==> config.mk <==
export PLATFORM = sky130hd
export DESIGN_NAME = pc_unit
export DESIGN_NICKNAME = d
export VERILOG_FILES = /design/src/rtl/pc_unit.sv
export SDC_FILE = /design/constraint.sdc
export NUM_CORES = 1
export LEC_CHECK = 0
export CAP_MARGIN = 5
export CORE_ASPECT_RATIO = 1.5
export CORE_MARGIN = 4
export CORE_UTILIZATION = 30
export DETAILED_ROUTE_END_ITERATION = 10
export GPL_ROUTABILITY_DRIVEN = 0
export PLACE_DENSITY_LB_ADDON = 0.12
export RECOVER_POWER = 100
export SLEW_MARGIN = 30
export SYNTH_ARGS = -nofsm -noshare
export SYNTH_HDL_FRONTEND = slang
export SYNTH_SLANG_ARGS = --single-unit
==> constraint.sdc <==
create_clock -name clk -period 6.83 [get_ports clk]
set_clock_uncertainty 0.2 [all_clocks]
set_input_delay 2.049 -clock clk [delete_from_list [all_inputs] [get_ports clk]]
set_output_delay 2.049 -clock clk [all_outputs]
set_load 0.03 [all_outputs]
==> src/rtl/pc_unit.sv <==
// Program-counter unit: next-PC select, stall, halt/resume, misaligned-target trap with EPC.
// Define PC_RAS_EN to add a circular return-address stack for call/return redirects.
`timescale 1ns/1ps
module pc_unit #(
  parameter int unsigned      WIDTH       = 32,
  parameter int unsigned      INSTR_BYTES = 4,
  parameter logic [WIDTH-1:0] RESET_ADDR  = '0,
  parameter logic [WIDTH-1:0] EXC_VECTOR  = WIDTH'('h80),
  parameter int unsigned      RAS_DEPTH   = 4
) (
  input  logic             clk,
  input  logic             reset,
  input  logic             stall,
  input  logic             branch_taken,
  input  logic [WIDTH-1:0] branch_target,
  input  logic             jump,
  input  logic [WIDTH-1:0] jump_target,
  input  logic             jump_reg,
  input  logic [WIDTH-1:0] reg_target,
  input  logic             halt_req,
  input  logic             resume,
  input  logic             clear_err,
  input  logic             ras_call,
  input  logic             ras_ret,
  output logic [WIDTH-1:0] pc,
  output logic [WIDTH-1:0] pc_plus,
  output logic [WIDTH-1:0] epc,
  output logic             misalign_err,
  output logic             halted,
  output logic             ras_empty
);

  localparam logic [WIDTH-1:0] STEP       = WIDTH'(INSTR_BYTES);
  localparam logic [WIDTH-1:0] ALIGN_MASK = WIDTH'(INSTR_BYTES - 1);

  typedef enum logic {RUN, HALT} state_t;

  state_t           state_q, state_d;
  logic [WIDTH-1:0] pc_q, pc_d;
  logic [WIDTH-1:0] epc_q, epc_d;
  logic             err_q, err_d;
  logic             run_ok;
  logic             redirect;
  logic [WIDTH-1:0] tgt;
  logic             misaligned;
  logic             ret_hit;
  logic [WIDTH-1:0] ras_top;

  assign pc_plus      = pc_q + STEP;
  assign pc           = pc_q;
  assign epc          = epc_q;
  assign misalign_err = err_q;
  assign halted       = (state_q == HALT);

  // Redirect priority: jump_reg > jump > branch; a live return takes the stack top.
  always_comb begin
    redirect = 1'b0;
    tgt      = '0;
    if (jump_reg) begin
      redirect = 1'b1;
      tgt      = ret_hit ? ras_top : reg_target;
    end else if (jump) begin
      redirect = 1'b1;
      tgt      = jump_target;
    end else if (branch_taken) begin
      redirect = 1'b1;
      tgt      = branch_target;
    end
  end

  assign misaligned = |(tgt & ALIGN_MASK);

  always_comb begin
    state_d = state_q;
    pc_d    = pc_q;
    epc_d   = epc_q;
    err_d   = err_q;
    run_ok  = 1'b0;
    if (!stall) begin
      if (clear_err) err_d = 1'b0;
      case (state_q)
        RUN: begin
          if (halt_req) begin
            state_d = HALT;
          end else begin
            run_ok = 1'b1;
            if (!redirect) begin
              pc_d = pc_plus;
            end else if (misaligned) begin
              // Trap overrides a same-cycle clear_err.
              pc_d  = EXC_VECTOR;
              epc_d = pc_q;
              err_d = 1'b1;
            end else begin
              pc_d = tgt;
            end
          end
        end
        HALT: if (resume) state_d = RUN;
        default: state_d = RUN;
      endcase
    end
  end

  always_ff @(posedge clk or negedge reset) begin
    if (!reset) begin
      state_q <= RUN;
      pc_q    <= RESET_ADDR;
      epc_q   <= '0;
      err_q   <= 1'b0;
    end else begin
      state_q <= state_d;
      pc_q    <= pc_d;
      epc_q   <= epc_d;
      err_q   <= err_d;
    end
  end

`ifdef PC_RAS_EN
  localparam int unsigned PW = (RAS_DEPTH > 1) ? $clog2(RAS_DEPTH) : 1;
  localparam int unsigned CW = $clog2(RAS_DEPTH + 1);

  logic [RAS_DEPTH-1:0][WIDTH-1:0] ras_mem;
  logic [PW-1:0]                   top_q, top_nxt, top_prv;
  logic [CW-1:0]                   cnt_q;
  logic                            do_push, do_pop;

  assign ras_empty = (cnt_q == '0);
  assign ras_top   = ras_mem[top_q];
  assign ret_hit   = ras_ret && !ras_empty;
  assign do_push   = run_ok && ras_call && (jump || jump_reg);
  assign do_pop    = run_ok && ras_ret && jump_reg && !ras_empty;

  // top_q indexes the newest entry; the ring wraps so a full push drops the oldest.
  assign top_nxt = (top_q == PW'(RAS_DEPTH - 1)) ? '0 : top_q + 1'b1;
  assign top_prv = (top_q == '0) ? PW'(RAS_DEPTH - 1) : top_q - 1'b1;

  always_ff @(posedge clk or negedge reset) begin
    if (!reset) begin
      ras_mem <= '0;
      top_q   <= '0;
      cnt_q   <= '0;
    end else if (do_push && do_pop) begin
      ras_mem[top_q] <= pc_plus;
    end else if (do_push) begin
      ras_mem[top_nxt] <= pc_plus;
      top_q            <= top_nxt;
      if (cnt_q != CW'(RAS_DEPTH)) cnt_q <= cnt_q + 1'b1;
    end else if (do_pop) begin
      top_q <= top_prv;
      cnt_q <= cnt_q - 1'b1;
    end
  end
`else
  logic unused_ras;
  assign unused_ras = ras_call ^ ras_ret ^ run_ok;
  assign ras_empty  = 1'b1;
  assign ret_hit    = 1'b0;
  assign ras_top    = '0;
`endif

endmodule

==> results list <==
- Initial cell density of the core: 30.9%
* Later-pin clock latency in the skew report: 0.33 ns
* Leakage power: 0.00284 µW
- Violations in the final reports: capacitance limit, slew limit
- OpenSTA, run right after detailed placement, puts the worst setup slack at 1.49 ns.
* IO Pins: 206
- During placement, the flow inserted port buffers numbering 202.
- A synthesized cell averages 8.91 µm².
- In this run the tightest slew margin relative to its limit is -149%.
- The floorplan step defined a core boundary enclosing 13700 µm².
- Remaining antenna violation count: 0
- Global routing consumed, over all layers together, 20.5% of the routing resources.
- Buffers inserted to repair hold after CTS numbered 0.
- RSZ-0062 raised after global routing: false
* Final-report max-slew violation count: 67
- Net switching is 41.7% of the power.
* Relative contribution of the clock network to total power: 22.5%
- Clock-pin slew was measured on the worst setup and hold paths at 0.05 ns.
- Cells resized by post-CTS repair: 0
* Result of the run: finished with violations
- In the routed layout, each cell is associated on average with a via count of 5.38.
- Synth Register Bits: 66
- Number of nets in the finished design: 761
* FF-to-FF Start: halted
- Sequential area share after synthesis: 39.2%
- Number of max-cap violations: 1
- Post-CTS Setup Repair Bufs: 0
- Timing would allow up to 162 MHz.
- Shortest clock period the worst path allows after layout: 6.18 ns
* Crit path DAT: 6.19 ns
- The final count of hold timing violations came to 0.
- HPWL after detailed placement: 12500 µm
- After synthesis, the share of flip-flops with an asynchronous set or reset is 100%.
- In this run, distinct cell masters in the synthesized netlist total 49.
* Primary flip-flop cell chosen by synthesis mapping: sky130_fd_sc_hd__dfrtp_1
* Crit path required time: 6.84 ns
- Counting every net in the synthesized netlist gives 581.
- Cell count after placement: 804
- Share of the clock period used by the worst path after layout: 90.5%
* Biggest area contributors in the synthesized netlist: sky130_fd_sc_hd__dfrtp_1 (39%), sky130_fd_sc_hd__mux2_2 (8.5%), sky130_fd_sc_hd__o21ai_0 (6.4%)
- The routed layout has 4403 vias.
* TritonCTS sink count: 66
- The synthesized design spends more area on one cell type than any other, namely sky130_fd_sc_hd__dfrtp_1.
* Path type of the worst min-delay path: reg2reg
- For this run, design rule violations remaining after detail routing come to 0.
* Terminus of the critical flop-to-flop path: epc[23]
* Antenna violations before repair: 0
- The area growth from synthesis to layout is 55.7%.
- For this block, the routed nets add up to 16500 µm of wire.
- In this run, the combinational gates consume 45.7% of the power.
- The floorplan step defined a die boundary enclosing 16100 µm².
- GRT overflow: 0
* Clock root buffer master: sky130_fd_sc_hd__clkbuf_16
- Critical Setup Path Class: in2reg
- The via count of the first global-routing pass was 4613.
* Wire length per cell: 20.2 µm
- TritonCTS built the clock tree.
- The number of antenna diodes in the final layout is 0.
- In this run the number of H-tree levels came out at 3.
- No sink is reached through more buffers than the 2 on the longest clock path.
* Number of design-rule violations left by the first detailed-router iteration: 198
- Mapped cell area: 4220 µm²
* Core Rows: 52
- Count of mapped cells out of synthesis: 473
- The floorplan step set the die width to 105 µm.
- Maximum fanout along the worst path: 17
- PnR worst setup slack: 0.648 ns
- Count of yosys warnings during synthesis: 0
- Utilization after layout: 48.0%
* Largest net degree at the start of global routing: 67
* Worst Hold Path Cells: 1
- Sequential share of power: 31.8%
- The worst hold path terminates at epc[14].
* Height of the die: 153 µm
* Power Dens Cells: 309 nW/µm²
- STA classifies the critical path startpoint as an input port.
- Worst reg2reg setup slack: 3.04 ns
- Crit end category: flop
- Inserted Clock Buffers: 9
- The top cell type by area accounts for 39.2% of the synthesized area.
* Count of flip-flops with a built-in enable after synthesis: 0
- Setup total negative slack on the finished layout was measured at 0 ns.
- The first global-routing pass estimated 25900 µm of wire.
- The first TritonRoute pass finished after 5 iterations.
* Switching power: 845 µW
- Cell internal power dissipation: 1180 µW
- Hold path startpoint: epc[14]
* Fraction of final layout cells with drive strength greater than 1: 9.13%
* Reg2Reg Depth: 5
- VDD sags by at most 177 µV.
- For the pin with the worst max-slew slack, the measured transition is 3.73 ns.
- Layout Cells excl Fill: 819
- Total of endpoints with negative setup slack in the final report: 0
==> power groups by stage <==
stage	clock network [µW]	registers (µW)	logic, µW
after floorplan	0	833	341
after global placement	0	652	994
after detailed placement	0	657	1000
after CTS	465	652	1010
after global routing	480	668	979
final	457	644	927
==> through the flow <==
step / hold WS (ns) / instance area (µm²) / power, µW
floorplan: 0.489 / 4220 / 1170
global placement: 0.291 / 6330 / 1650
detailed placement: 0.295 / 6350 / 1660
CTS: 0.307 / 6640 / 2120
global route: 0.309 / 6560 / 2130
finish: 0.295 / 6560 / 2030
==> placed cells by master (no fill, tap or decap), drive strengths merged, types with 3 or more instances in the layout <==
cell and instances:
a21o 3, a21oi 11, a22o 3, a22oi 35, a31oi 11, and2 6, and3 4, buf 5
clkbuf 18, clkdlybuf4s50 103, dfrtp 66, dlygate4sd3 97, inv 13, mux2 32, nand2 66, nand3 14
nand4 11, nor2 22, nor3 11, nor4 4, o21ai 54, o311ai 11, or3 4, xnor2 20
xor2 8
==> critical path, stage by stage <==
cell and delay [ns]:
sky130_fd_sc_hd__dlygate4sd3_1 0.96, sky130_fd_sc_hd__nor2_1 0.11, sky130_fd_sc_hd__a221o_1 0.33, sky130_fd_sc_hd__clkbuf_1 0.26
sky130_fd_sc_hd__nor2_1 1.16, sky130_fd_sc_hd__clkbuf_1 0.89, sky130_fd_sc_hd__mux2_2 0.42
==> worst max path at each step <==
stage	cells past startpoint	start	to	slack (ns)
6_report	7	jump	epc[23]	0.65
5_1_grt	7	jump	epc[22]	0.41
4_1_cts	5	pc[5]	pc_plus[22]	1.13
3_5_place_dp	5	pc[5]	pc_plus[30]	1.49
3_3_place_gp	5	pc[5]	pc_plus[22]	1.51
2_1_floorplan	6	pc[15]	pc_plus[23]	2.23
==> cell type report <==
| cell class | count | area, µm² |
|---|---|---|
| clock inverter | 3 | 40.0 |
| clock buffer | 12 | 246 |
| timing repair buffer | 211 | 2060 |
| sequential | 66 | 1650 |
| tap | 162 | 203 |
| fill | 1364 | 7100 |
| multi-input combinational | 352 | 2310 |
| inverter | 13 | 48.8 |
==> state kept, by name (all words and copies together) (netlist names) <==
signal,cells
misalign_err,1
pc,32
halted,1
epc,32
==> kinds of logic after synthesis <==
family | after synthesis | synth area share, %
muxes | 34 | 9.02
adders and majority gates | 1 | 0.297
and+or+nand+nor | 148 | 18.2
other | 1 | 0.0890
xor gates and xnor gates | 28 | 5.82
DFF | 66 | 39.2
buffers and inverters | 55 | 5.58
AOI/OAI and AO/OA | 140 | 21.8
==> per-layer routing <==
metal / GRT usage [%] / share of wire, % / up-vias
li1: - / - / 2079
met1: 22.5 / 36 / 2130
met2: 38.1 / 55 / 163
met3: 3.50 / 5.1 / 31
met4: 8.94 / 3.3 / 0
met5: 0 / 0 / -
==> synth_stat cells, types with 3 or more instances <==
master	number
sky130_fd_sc_hd__a21o_1	3
sky130_fd_sc_hd__or3_1	4
sky130_fd_sc_hd__o21ai_0	54
sky130_fd_sc_hd__a31oi_1	11
sky130_fd_sc_hd__nand2_1	66
sky130_fd_sc_hd__a21oi_1	11
sky130_fd_sc_hd__buf_4	3
sky130_fd_sc_hd__dfrtp_1	66
sky130_fd_sc_hd__nor3_1	11
sky130_fd_sc_hd__nor4_4	3
sky130_fd_sc_hd__nor2_1	22
sky130_fd_sc_hd__o311ai_0	8
sky130_fd_sc_hd__and2_1	5
sky130_fd_sc_hd__a22o_1	3
sky130_fd_sc_hd__nand3_1	13
sky130_fd_sc_hd__and3_1	4
sky130_fd_sc_hd__xor2_1	8
sky130_fd_sc_hd__mux2_2	32
sky130_fd_sc_hd__xnor2_1	20
sky130_fd_sc_hd__a22oi_1	35
sky130_fd_sc_hd__nand4_1	9
sky130_fd_sc_hd__clkbuf_1	23
sky130_fd_sc_hd__buf_2	13
sky130_fd_sc_hd__inv_1	13
Note: power is estimated with default switching activity, not from simulation.
